===== config.mk =====
export PLATFORM = sky130hd
export DESIGN_NAME = bcd_gray_rr_sched
export DESIGN_NICKNAME = d
export VERILOG_FILES = /design/src/rtl/bcd_gray_rr_sched_pkg.sv /design/src/rtl/bcd_gray_rr_sched_rr_pick.sv /design/src/rtl/bcd_gray_rr_sched.sv
export SDC_FILE = /design/constraint.sdc
export NUM_CORES = 1
export LEC_CHECK = 0
export ABC_AREA = 0
export ABC_CLOCK_PERIOD_IN_PS = 6800
export CELL_PAD_IN_SITES_DETAIL_PLACEMENT = 1
export CELL_PAD_IN_SITES_GLOBAL_PLACEMENT = 1
export CORE_UTILIZATION = 39
export CTS_CLUSTER_DIAMETER = 80
export CTS_CLUSTER_SIZE = 16
export DETAILED_ROUTE_END_ITERATION = 6
export MAX_ROUTING_LAYER = met4
export PLACE_DENSITY = 0.84
export SETUP_SLACK_MARGIN = 0.15
export SLEW_MARGIN = 20
export SYNTH_ARGS = -nofsm -noshare
export SYNTH_HDL_FRONTEND = slang
export SYNTH_HIERARCHICAL = 1
export SYNTH_SLANG_ARGS = --single-unit
export TNS_END_PERCENT = 5

===== constraint.sdc =====
create_clock -name clk -period 6.8 [get_ports clk]
set_input_delay 1.02 -clock clk [delete_from_list [all_inputs] [get_ports clk]]
set_output_delay 1.02 -clock clk [all_outputs]
set_load 0.01 [all_outputs]

===== src/rtl/bcd_gray_rr_sched_pkg.sv =====
// Shared definitions for the round-robin BCD-to-Gray converter scheduler:
// FSM encodings, digit range limit and the code reported for rejected digits.
package bcd_gray_rr_sched_pkg;

  typedef enum logic [1:0] {
    ST_IDLE = 2'd0,
    ST_CONV = 2'd1,
    ST_HOLD = 2'd2
  } state_e;

  localparam logic [3:0] BCD_MAX  = 4'd9;
  localparam logic [3:0] ERR_GRAY = 4'b0000;

  function automatic logic bcd_invalid(input logic [3:0] digit);
    return (digit > BCD_MAX);
  endfunction

endpackage


===== src/rtl/bcd_gray_rr_sched_rr_pick.sv =====
// Combinational rotating-priority picker: the first asserted request at or
// above ptr_i (wrapping at NREQ) wins, reported as one-hot, binary id and any.
module bcd_rr_pick
  import bcd_gray_rr_sched_pkg::*;
#(
  parameter int NREQ = 4,
  parameter int IDW  = 2
) (
  input  logic [NREQ-1:0] req_i,
  input  logic [IDW-1:0]  ptr_i,
  output logic [NREQ-1:0] grant_o,
  output logic [IDW-1:0]  id_o,
  output logic            any_o
);

  localparam int SW = IDW + 1;

  logic [SW-1:0]  sum_s;
  logic [IDW-1:0] idx_s;
  logic           hit_s;

  // Walk the requesters in rotated order; the first hit masks all later ones.
  always_comb begin
    grant_o = {NREQ{1'b0}};
    id_o    = {IDW{1'b0}};
    any_o   = 1'b0;
    sum_s   = {SW{1'b0}};
    idx_s   = {IDW{1'b0}};
    hit_s   = 1'b0;
    for (int k = 0; k < NREQ; k++) begin
      sum_s = {1'b0, ptr_i} + SW'(k);
      if (sum_s >= SW'(NREQ)) begin
        sum_s = sum_s - SW'(NREQ);
      end else begin
        sum_s = sum_s;
      end
      idx_s          = sum_s[IDW-1:0];
      hit_s          = req_i[idx_s] & ~any_o;
      grant_o[idx_s] = grant_o[idx_s] | hit_s;
      id_o           = hit_s ? idx_s : id_o;
      any_o          = any_o | hit_s;
    end
  end

endmodule


===== src/rtl/bcd_gray_rr_sched.sv =====
// Time-shares one external BCD-to-Gray converter among NREQ requesters with
// round-robin arbitration and a registered, back-pressured result port.
module bcd_gray_rr_sched
  import bcd_gray_rr_sched_pkg::*;
#(
  parameter int NREQ = 4,
  parameter int IDW  = 2
) (
  input  logic              clk,
  input  logic              rst_n,
  input  logic [NREQ-1:0]   req_valid,
  input  logic [4*NREQ-1:0] req_bcd,
  output logic [NREQ-1:0]   req_ready,
  output logic [3:0]        cnv_bcd,
  input  logic [3:0]        cnv_gray,
  output logic              out_valid,
  output logic [3:0]        out_gray,
  output logic [IDW-1:0]    out_id,
  output logic              out_err,
  input  logic              out_ready
);

  state_e         state_q, state_d;
  logic [IDW-1:0] ptr_q, ptr_d;
  logic [IDW-1:0] held_id_q, held_id_d;
  logic [3:0]     held_bcd_q, held_bcd_d;
  logic           out_valid_q, out_valid_d;
  logic [3:0]     out_gray_q, out_gray_d;
  logic [IDW-1:0] out_id_q, out_id_d;
  logic           out_err_q, out_err_d;

  logic [NREQ-1:0] grant_s;
  logic [IDW-1:0]  grant_id_s;
  logic            any_s;
  logic [3:0]      sel_bcd_s;

  bcd_rr_pick #(
    .NREQ (NREQ),
    .IDW  (IDW)
  ) u_pick (
    .req_i   (req_valid),
    .ptr_i   (ptr_q),
    .grant_o (grant_s),
    .id_o    (grant_id_s),
    .any_o   (any_s)
  );

  // Select the winner's digit with an AND-OR mux over the one-hot grant.
  always_comb begin
    sel_bcd_s = 4'd0;
    for (int k = 0; k < NREQ; k++) begin
      sel_bcd_s = sel_bcd_s | (req_bcd[4*k +: 4] & {4{grant_s[k]}});
    end
  end

  // Next-state logic for the IDLE -> CONV -> HOLD sequence.
  always_comb begin
    state_d     = state_q;
    ptr_d       = ptr_q;
    held_id_d   = held_id_q;
    held_bcd_d  = held_bcd_q;
    out_valid_d = out_valid_q;
    out_gray_d  = out_gray_q;
    out_id_d    = out_id_q;
    out_err_d   = out_err_q;
    case (state_q)
      ST_IDLE: begin
        if (any_s) begin
          held_bcd_d = sel_bcd_s;
          held_id_d  = grant_id_s;
          state_d    = ST_CONV;
        end else begin
          state_d    = ST_IDLE;
        end
      end
      ST_CONV: begin
        out_gray_d  = bcd_invalid(held_bcd_q) ? ERR_GRAY : cnv_gray;
        out_err_d   = bcd_invalid(held_bcd_q);
        out_id_d    = held_id_q;
        out_valid_d = 1'b1;
        state_d     = ST_HOLD;
      end
      ST_HOLD: begin
        if (out_ready) begin
          out_valid_d = 1'b0;
          // Wrap at NREQ, which differs from 2^IDW when NREQ is not a power of two.
          ptr_d       = (out_id_q == IDW'(NREQ - 1)) ? {IDW{1'b0}} : out_id_q + IDW'(1);
          state_d     = ST_IDLE;
        end else begin
          state_d     = ST_HOLD;
        end
      end
      default: begin
        state_d = ST_IDLE;
      end
    endcase
  end

  // State and result registers.
  always_ff @(posedge clk or negedge rst_n) begin
    if (!rst_n) begin
      state_q     <= ST_IDLE;
      ptr_q       <= {IDW{1'b0}};
      held_id_q   <= {IDW{1'b0}};
      held_bcd_q  <= 4'd0;
      out_valid_q <= 1'b0;
      out_gray_q  <= 4'd0;
      out_id_q    <= {IDW{1'b0}};
      out_err_q   <= 1'b0;
    end else begin
      state_q     <= state_d;
      ptr_q       <= ptr_d;
      held_id_q   <= held_id_d;
      held_bcd_q  <= held_bcd_d;
      out_valid_q <= out_valid_d;
      out_gray_q  <= out_gray_d;
      out_id_q    <= out_id_d;
      out_err_q   <= out_err_d;
    end
  end

  // The held digit only changes on accept, so the converter input is quiet outside CONV.
  assign cnv_bcd   = held_bcd_q;
  assign req_ready = (rst_n && (state_q == ST_IDLE)) ? grant_s : {NREQ{1'b0}};
  assign out_valid = out_valid_q;
  assign out_gray  = out_gray_q;
  assign out_id    = out_id_q;
  assign out_err   = out_err_q;

endmodule


; ---- Yosys cells after proc, flatten, opt, wreduce, memory -nomap -nowiden
; Cells that the tools add are included.
[word_totals]
wordCells = 107
output_inout_bits = 16
regBits = 18
inputBits = 27
[op_classes]
eq_ne = 4
n_addsub = 8
magnitude_cmp = 13
bitwise_logic = 21
reduce_logical = 10
muxes = 43
[ops]
columns = op, count
row1 = 4-bit bitwise AND, 5
row2 = 2-bit two-way mux, 10
row3 = 1-bit binary-select mux with 2-bit select, 8
row4 = 1-bit two-way mux, 14
row5 = 4-bit bitwise mux, 3
row6 = 2-bit by 3-bit less-than comparator with 1-bit output (second input constant), 4
row7 = 4-bit OR, 3
row8 = 3-bit greater-or-equal comparator (second input constant), 3
row9 = 1-bit demux with 2-bit select, 4
row10 = 2-bit by 1-bit greater-or-equal comparator with 1-bit output (second input constant), 4
row11 = 4-bit two-way mux, 2
row12 = 2-bit by 1-bit subtractor with 2-bit output (second input constant), 4
row13 = 1-bit OR, 7
row14 = 2-bit by 2-bit adder with 3-bit output (second input constant), 2
row15 = 2-bit one-hot mux with 3 select lines, 1
row16 = 2-bit AND reduction, 3
row17 = 1-bit logical AND, 5
row18 = 2-bit == test (second input constant), 2
row19 = 4-bit greater-than comparator (second input constant), 1
row20 = 2-bit by 1-bit adder with 3-bit output (second input constant), 1
row21 = 1-bit bitwise AND, 3
row22 = 2-bit by 3-bit greater-or-equal comparator with 1-bit output (second input constant), 1
row23 = 1-bit NOT, 3
row24 = 2-bit by 1-bit adder with 2-bit output (second input constant), 1
row25 = 5 further kinds, 5

; ---- Depth between registers and ports, before layout
; Gate-level depths: netlist (run 1).
[logic_depth]
ltp_word = 23
depth_mapped = 12
ltp_nobuf = 10

; ---- Hierarchy
; The synthesis (run 1) kept the hierarchy.
[by_module_without_submodules]
columns = mod, instances, area_per_inst_um2, cells_each, seq_area_each_um2
row1 = bcd_gray_rr_sched, 1, 810.8, 66, 450.4
row2 = bcd_rr_pick, 1, 730.7, 99, 0.0

; ---- Worst setup path before layout (run 1)
; Ideal clock, no wire load.
[synth_path]
kind = reg-to-output
start = register ptr_q[0]
end = output req_ready[2]
required_time_ns = 5.780
setup_slack_ns = 2.508
arrival_ns = 3.272
path_buffers = 1
path_stages_with_launch = 11
cell_sequence = dfrtp_1 > clkbuf_1 > inv_1 > ha_1 > mux4_2 > mux2_4 > a2111oi_2 > nor3b_1 > o32ai_2 > a31oi_1 > and3_1
[synth_via]
elab_chain_cells = 20
elab_cells_between_ends = 68
classes_between = add/sub: 7 / order compare: 12 / mux: 32 / bitwise: 13 / reduce/logical: 4
[synth_rtl]
columns = element, line_no
row1 = "start, declared", bcd_gray_rr_sched.sv:24  ; logic [IDW-1:0] ptr_q, ptr_d;
row2 = "start signal, assigned", bcd_gray_rr_sched.sv:103  ; ptr_q <= {IDW{1'b0}};
row3 = "start signal, assigned", bcd_gray_rr_sched.sv:112  ; ptr_q <= ptr_d;
row4 = 2-bit by 3-bit greater-or-equal comparator with 1-bit output / 2-bit by 1-bit subtractor with 2-bit output (equally long branches), "bcd_gray_rr_sched_rr_pick.sv:32, bcd_gray_rr_sched_rr_pick.sv:33"
row5 = 2-bit two-way mux, bcd_gray_rr_sched_rr_pick.sv:32  ; if (sum_s >= SW'(NREQ)) begin
row6 = 2-bit by 3-bit less-than comparator with 1-bit output (implied by the code) / 2-bit by 1-bit greater-or-equal comparator with 1-bit output (equally long branches), bcd_gray_rr_sched_rr_pick.sv:39  ; grant_o[idx_s] = grant_o[idx_s] | hit_s;
row7 = 1-bit logical AND (implied by the code), bcd_gray_rr_sched_rr_pick.sv:39
row8 = 1-bit two-way mux (implied by the code), bcd_gray_rr_sched_rr_pick.sv:39
row9 = 1-bit demux with 2-bit select, --
row10 = 4-bit bitwise AND (no line), --
row11 = 1-bit binary-select mux with 2-bit select, bcd_gray_rr_sched_rr_pick.sv:39
row12 = [... 5 more ...], --
row13 = 1-bit OR, bcd_gray_rr_sched_rr_pick.sv:39
row14 = 4-bit bitwise mux, bcd_gray_rr_sched_rr_pick.sv:39
row15 = 1-bit binary-select mux with 2-bit select, bcd_gray_rr_sched_rr_pick.sv:39
row16 = 1-bit two-way mux (implied by the code), bcd_gray_rr_sched_rr_pick.sv:39
row17 = 1-bit OR, bcd_gray_rr_sched_rr_pick.sv:39
row18 = 4-bit bitwise mux *, bcd_gray_rr_sched_rr_pick.sv:39
row19 = via grant_s[2], bcd_gray_rr_sched.sv:32  ; logic [NREQ-1:0] grant_s;
row20 = 4-bit two-way mux *, bcd_gray_rr_sched.sv:124  ; assign req_ready = (rst_n && (state_q == ST_IDLE)) ? grant_s : {NREQ{1'b0}};
row21 = "end, declared", bcd_gray_rr_sched.sv:13  ; output logic [NREQ-1:0] req_ready,
; The timed path passes the listed nets; every way through them passes the cells marked *. The select of a mux whose other input is x is not followed.

; ---- Worst setup path in the final report (run 1)
; Ends and elaborated chain as after synthesis.

==> out/results.txt, run 1 <==
Status = finished clean
GR Util All Layers = 0.248
Largest family of logic cells by synthesized area = compound AO/OA/AOI/OAI gates
CTS clk-pin slew, worst paths = 0.06 ns
CP Buf/Inv Count = 3
Final core utilization = 0.547
Final Max Tran Viols = 0
CP Max Fanout = 26
Yosys warning count = 6
Post_cts resized = 0
Post-synth EDFFs = 0
Final hold vios = 0
Worst Tran Pin Value = 0.895 ns
CP peak stage delay = 0.65 ns
# H-tree levels = 1
Setup WS post-layout = 1.38 ns
DRT Pass-1 Iters = 4
Hold Path Sink = out_gray[2]
Area grow syn2layout = 31.8%
Final WL = 4.77 mm
Worst R2R Setup Slack = 2.80 ns
DRT iter0 DRCs = 69
Detailed-placement wirelength estimate = 3.61 mm
Reg2Reg Depth = 11
Synth async-reset ratio = 1.00
Final Critical Period = 5.42 ns
Power density over cell area = 557 mW/mm²
Setup TNS Final = 0 ns
Peak VDD IR = 299 µV
Slew margin rel. = 0.402
Fill cells = 432
Crit path DAT = 4.40 ns
CP required = 5.78 ns
Die X = 64.9 µm
RSZ-0062 raised after global routing = no
Post-route cell area = 0.00203 mm²
Crit Path Category = reg -> out
Core area = 0.00372 mm²
Main synth FF type = dfrtp_1
Mux contribution to synthesized area = 0.153
Hold Path Stages = 1
Kind of end point of the critical path = primary output
Library cells used by synthesis = 40
Clock tree sinks = 18
I/O Buffers = 42
CTS root buf = clkbuf_8
Starting density of the core = 0.415
Placed cell area = 0.00198 mm²
Clock latency on the worst-skew pair = 0.26 ns
Gp weighted congestion = 0.845
Total power draw = 1.13 mW
Fin crit share = 0.797
Final setup fails = 0
Simple-gate share of the synthesized area = 0.166
Syn Nets = 197
GRT overflow = 0
Routed via count = 1538
Final antenna-violating net count = 0
DR vias/cell = 6.15
NumNets Final = 235
Setup Buffers After CTS = 0
Synth Area in Adders = 0.0406
Placed insts = 246
WL/cell = 19.1 µm
Die Ht = 64.9 µm
Seq/Total Area, Yosys = 0.292
Crit path launch type = flop
Synth Instances = 165
Worst path top cell family by delay = buffers and inverters
RR Startpoint = ptr_q[0]
Drc violations = 0
Worst Hold Class = reg -> reg
Cell area after synthesis = 0.00154 mm²
Min-delay src = out_gray[2]
Fin cells = 250
Synth Area in XOR/XNOR = 0
Total die area = 0.00421 mm²
Largest net degree at the start of global routing = 27
LEAKAGE = 0.809 nW
CTS tree = done
Layout cells sized above 1 = 0.109
Compound-cell area share of the yosys netlist = 0.292
First-pass GRT wire length = 7.67 mm
Setup WS pre-CTS = 1.46 ns
Crit-path cells = buf_4 -> inv_1 -> ha_1 -> mux4_2 -> mux2_4 -> a2111oi_2 -> nor3b_1 -> o32ai_2 -> a31oi_1 -> and3_1 -> clkdlybuf4s50_1
CP max-delay cell = ha_1
Final hold slack = 0.516 ns
Maxcap violations = 0
Ant diodes = 0
Seq cells post-synth = 18
Rows = 22
Initial antenna violation count = 0
I/O pin cnt = 43
Number of global-route vias before repair = 1529
Mean Syn Cell Area = 9.34 µm²
Reg2Reg Capture Point = cnv_bcd[0]
CTS Hold Bufs = 0
Setup Skew = 0.00595 ns
Peak Freq = 184 MHz
TritonCTS Buffers = 3
Clock buffer depth = 2
[area by class of cell]
| class | instances | area [µm²] | share of cell area |
|---|---|---|---|
| Multi-Input combinational cell | 128 | 1000 | 0.494 |
| Clock buffer | 4 | 55.1 | 0.0271 |
| Tap cell | 48 | 60.1 | 0.0296 |
| Timing Repair Buffer | 43 | 428 | 0.211 |
| Sequential cell | 18 | 450 | 0.222 |
| Inverter | 9 | 33.8 | 0.0166 |
[cells by family (layout without fill, tap and decap cells)]
group,after synthesis,in the layout
buf+inv,19,56
compound gates,61,61
mux,15,15
flops,18,18
simple gates,47,47
fa+ha+maj,5,5
[per-layer routing]
metal,track usage,vias up,part of all wire,wire length (µm)
li1,-,715,-,-
met1,0.316,762,0.45,2120
met2,0.405,57,0.49,2330
met3,0.0546,4,0.059,281
met4,0.0500,0,0.0065,31
met5,-,-,0,0
[layout by cell type, fill, tap and decap left out, drive strengths merged, types with 3 or more instances in the layout]
cell	n
a31oi	8
nor2	13
a211o	3
o41ai	4
nand2b	5
mux2	6
inv	9
mux2i	4
nand2	6
a22o	4
nor2b	4
a2111oi	3
o31ai	3
ha	5
and3	7
clkdlybuf4s50	42
mux4	5
nor3	3
dfrtp	18
nand3	3
a21oi	10
o21ai	8
a22oi	10
clkbuf	4
[sequential cells by signal (all words and copies together) (netlist names)]
name / cells
held_id_q: 2
state_q: 2
ptr_q: 2
out_err: 1
out_valid: 1
out_id: 2
cnv_bcd: 4
out_gray: 4
[cells in the mapped netlist, types with 5 or more instances]
cell type  number  area, µm²
dfrtp_1        18        450
nor2_1         12       45.0
a21oi_1        10       50.1
a22oi_1        10       75.1
inv_1           9       33.8
a31oi_1         8       50.1
clkbuf_1        8       30.0
and3_1          7       43.8
nand2_1         6       22.5
o21ai_0         6       30.0
ha_1            5       62.6
mux4_2          5        113
nand2b_1        5       31.3
[worst max path at each step]
stage | depth (start not counted) | slack [ns] | startpoint | to
2_1_floorplan | 10 | 2.51 | ptr_q[0] | req_ready[2]
3_3_place_gp | 9 | 1.61 | req_valid[3] | req_ready[2]
3_5_place_dp | 9 | 1.46 | req_valid[3] | req_ready[2]
4_1_cts | 11 | 1.38 | ptr_q[0] | req_ready[2]
5_1_grt | 11 | 1.09 | ptr_q[0] | req_ready[2]
6_report | 11 | 1.38 | ptr_q[0] | req_ready[2]
[power breakdown]
| part | internal, mW | switching (mW) |
|---|---|---|
| Sequential | 0.157 | 0.0434 |
| Clock | 0.0514 | 0.0353 |
| Combinational | 0.372 | 0.472 |
Power figures use the tool's default switching activity.
==> run 2: changes to the inputs <==
--- a/config.mk
+++ b/config.mk
@@ -6,15 +6,15 @@
 export NUM_CORES = 1
 export LEC_CHECK = 0
 export ABC_AREA = 0
-export ABC_CLOCK_PERIOD_IN_PS = 6800
+export ABC_CLOCK_PERIOD_IN_PS = 5000
 export CELL_PAD_IN_SITES_DETAIL_PLACEMENT = 1
 export CELL_PAD_IN_SITES_GLOBAL_PLACEMENT = 1
-export CORE_UTILIZATION = 39
+export CORE_UTILIZATION = 36
 export CTS_CLUSTER_DIAMETER = 80
 export CTS_CLUSTER_SIZE = 16
 export DETAILED_ROUTE_END_ITERATION = 6
 export MAX_ROUTING_LAYER = met4
-export PLACE_DENSITY = 0.84
+export PLACE_DENSITY = 0.78
 export SETUP_SLACK_MARGIN = 0.15
 export SLEW_MARGIN = 20
 export SYNTH_ARGS = -nofsm -noshare
==> constraint.sdc (replaced) <==
create_clock -name clk -period 5 [get_ports clk]
set_input_delay 0.75 -clock clk [delete_from_list [all_inputs] [get_ports clk]]
set_output_delay 0.75 -clock clk [all_outputs]
set_load 0.01 [all_outputs]
==> run 2 against run 1 <==
Against the previous run:
- register-to-register slack lost 1.3 ns
- clock-buffer cell count is the same
- worst hold slack gained 0.0034 ns
- clock skew grew 0.0021 ns
- sequential share of layout area shrank 1.9 points
- global-route usage shrank 1.2 points
- routed wire length grew 12%
- first-iteration DRC count grew 57%
- via count grew 5.9%
- setup slack lost 1.2 ns
- combinational power grew 64%
- die area grew 8.1%
- critical path type is now in -> out
- critical endpoint is now req_ready[3]
- largest cell class unchanged
- highest routed layer unchanged
==> out/results.txt, run 2 (synthesized netlist as in run 1, its figures left out) <==
Status = finished clean (unchanged)
Rows = 23 (was 22)
CTS clk-pin slew, worst paths = 0.07 ns (was 0.06 ns)
Crit path launch type = input pin (was flop)
Fill cells = 472 (was 432)
Ant diodes = 0 (unchanged)
Core area = 0.00406 mm² (was 0.00372 mm²)
Drc violations = 0 (unchanged)
Maxcap violations = 0 (unchanged)
Die Ht = 67.4 µm (was 64.9 µm)
RSZ-0062 raised after global routing = yes (was no)
Peak Freq = 209 MHz
GRT overflow = 0 (unchanged)
Final WL = 5.35 mm (was 4.77 mm)
WL/cell = 20.4 µm (was 19.1 µm)
Fin crit share = 0.958
Peak VDD IR = 326 µV (was 299 µV)
Routed via count = 1628 (was 1538)
Final Critical Period = 4.79 ns
DRT iter0 DRCs = 108 (was 69)
Final Max Tran Viols = 0 (unchanged)
CTS root buf = clkbuf_8 (unchanged)
Placed cell area = 0.00200 mm² (was 0.00198 mm²)
Final antenna-violating net count = 0 (unchanged)
Post-route cell area = 0.00222 mm² (was 0.00203 mm²)
TritonCTS Buffers = 3 (unchanged)
DR vias/cell = 6.19 (was 6.15)
Final core utilization = 0.548 (was 0.547)
Worst Tran Pin Value = 0.910 ns (was 0.895 ns)
Final hold slack = 0.520 ns (was 0.516 ns)
Most frequent cells in the layout = clkdlybuf4s50_1, dfrtp_1, nor2_1, buf_4, a21oi_1 (was clkdlybuf4s50_1, dfrtp_1, nor2_1, a21oi_1, a22oi_1)
Total power draw = 1.78 mW (was 1.13 mW)
NumNets Final = 246 (was 235)
Final setup fails = 0 (unchanged)
CTS tree = done (unchanged)
Setup TNS Final = 0 ns (unchanged)
Most common cell after layout, fill and taps aside = clkdlybuf4s50_1 (unchanged)
CTS Hold Bufs = 0 (unchanged)
GR Util All Layers = 0.236 (was 0.248)
Slew margin rel. = 0.392 (was 0.402)
Clock tree sinks = 18 (unchanged)
Initial antenna violation count = 0 (unchanged)
Reg area = 452 µm² (was 450 µm²)
Final hold vios = 0 (unchanged)
Area grow syn2layout = 44.2% (was 31.8%)
Starting density of the core = 0.380 (was 0.415)
Die X = 67.4 µm (was 64.9 µm)
# H-tree levels = 1 (unchanged)
DRT Pass-1 Iters = 4 (unchanged)
Detailed-placement wirelength estimate = 3.80 mm (was 3.61 mm)
Kind of end point of the critical path = primary output (unchanged)
Multi-input gate area = 0.00112 mm² (was 0.00100 mm²)
Number of global-route vias before repair = 1457 (was 1529)
Worst Hold Class = reg -> reg (unchanged)
Total die area = 0.00455 mm² (was 0.00421 mm²)
First-pass GRT wire length = 7.55 mm (was 7.67 mm)
Gp weighted congestion = 0.870 (was 0.845)
Power density over cell area = 801 mW/mm² (was 557 mW/mm²)
Setup Skew = 0.00804 ns (was 0.00595 ns)
CP Max Fanout = 8 (was 26)
I/O Buffers = 42 (unchanged)
LEAKAGE = 0.876 nW (was 0.809 nW)
Crit Path Category = in -> out (was reg -> out)
Crit path DAT = 4.04 ns (was 4.40 ns)
CP required = 4.25 ns (was 5.78 ns)
Clock latency on the worst-skew pair = 0.26 ns (about the same)
Clock buffer depth = 2 (unchanged)
Largest net degree at the start of global routing = 26 (was 27)
I/O pin cnt = 43 (unchanged)
Layout cells sized above 1 = 0.183 (was 0.109)
[run 2: final timing paths]
check | to | slack, ns | depth (start not counted) | from
hold / removal | out_id[1] | 0.52 | 1 | held_id_q[1]
max in group asynchronous | ptr_q[1] | 3.37 | 1 | rst_n
hold reg to reg | out_id[1] | 0.52 | 1 | held_id_q[1]
setup reg to reg | cnv_bcd[2] | 1.53 | 10 | ptr_q[1]
setup / recovery | req_ready[3] | 0.21 | 9 | req_valid[3]
min in group asynchronous | cnv_bcd[3] | 1.00 | 1 | rst_n
[run 2: what timing repair did]
action | 4_1_cts | 5_1_grt
resized for setup | 0 | 12
setup buffers | 0 | 7
endpoints found under the setup margin | 0 | 4
[run 2: power breakdown]
group / internal [mW] / leakage (nW) / total, mW / switching [mW]
Clock: 0.0700 / 0.0288 / 0.120 / 0.0502
Sequential: 0.214 / 0.216 / 0.277 / 0.0630
Combinational: 0.622 / 0.631 / 1.38 / 0.761
Total: 0.906 / 0.876 / 1.78 / 0.874
[run 2: critical path, stage by stage]
cell and delay, ns:
clkdlybuf4s50_1 0.55, mux4_2 0.61, mux2_4 0.33, a21oi_1 0.13, nor4_1 0.44, nor2_2 0.15, a31oi_2 0.33, and3_1 0.21
clkdlybuf4s50_1 0.53
[run 2: routing by layer]
layer,vias to the layer above,track usage,routed length (µm)
met4,0,0.0239,19
li1,746,-,-
met3,2,0.0473,305
met5,-,-,0
met2,64,0.391,2570
met1,816,0.308,2460
[run 2: final cells by class]
class,count,share of cell area
clock buffers,4,0.0248
repair buffers,53,0.226
inverters,9,0.0152
multi-input cells,129,0.503
well taps,50,0.0281
flip-flops and latches,18,0.203
[run 2: per-stage QoR]
step / setup WS (ns) / instances
floorplan: 0.978 / 165
global placement: 0.331 / 251
detailed placement: 0.220 / 251
CTS: 0.219 / 255
global route: 0.0988 / 263
finish: 0.208 / 263
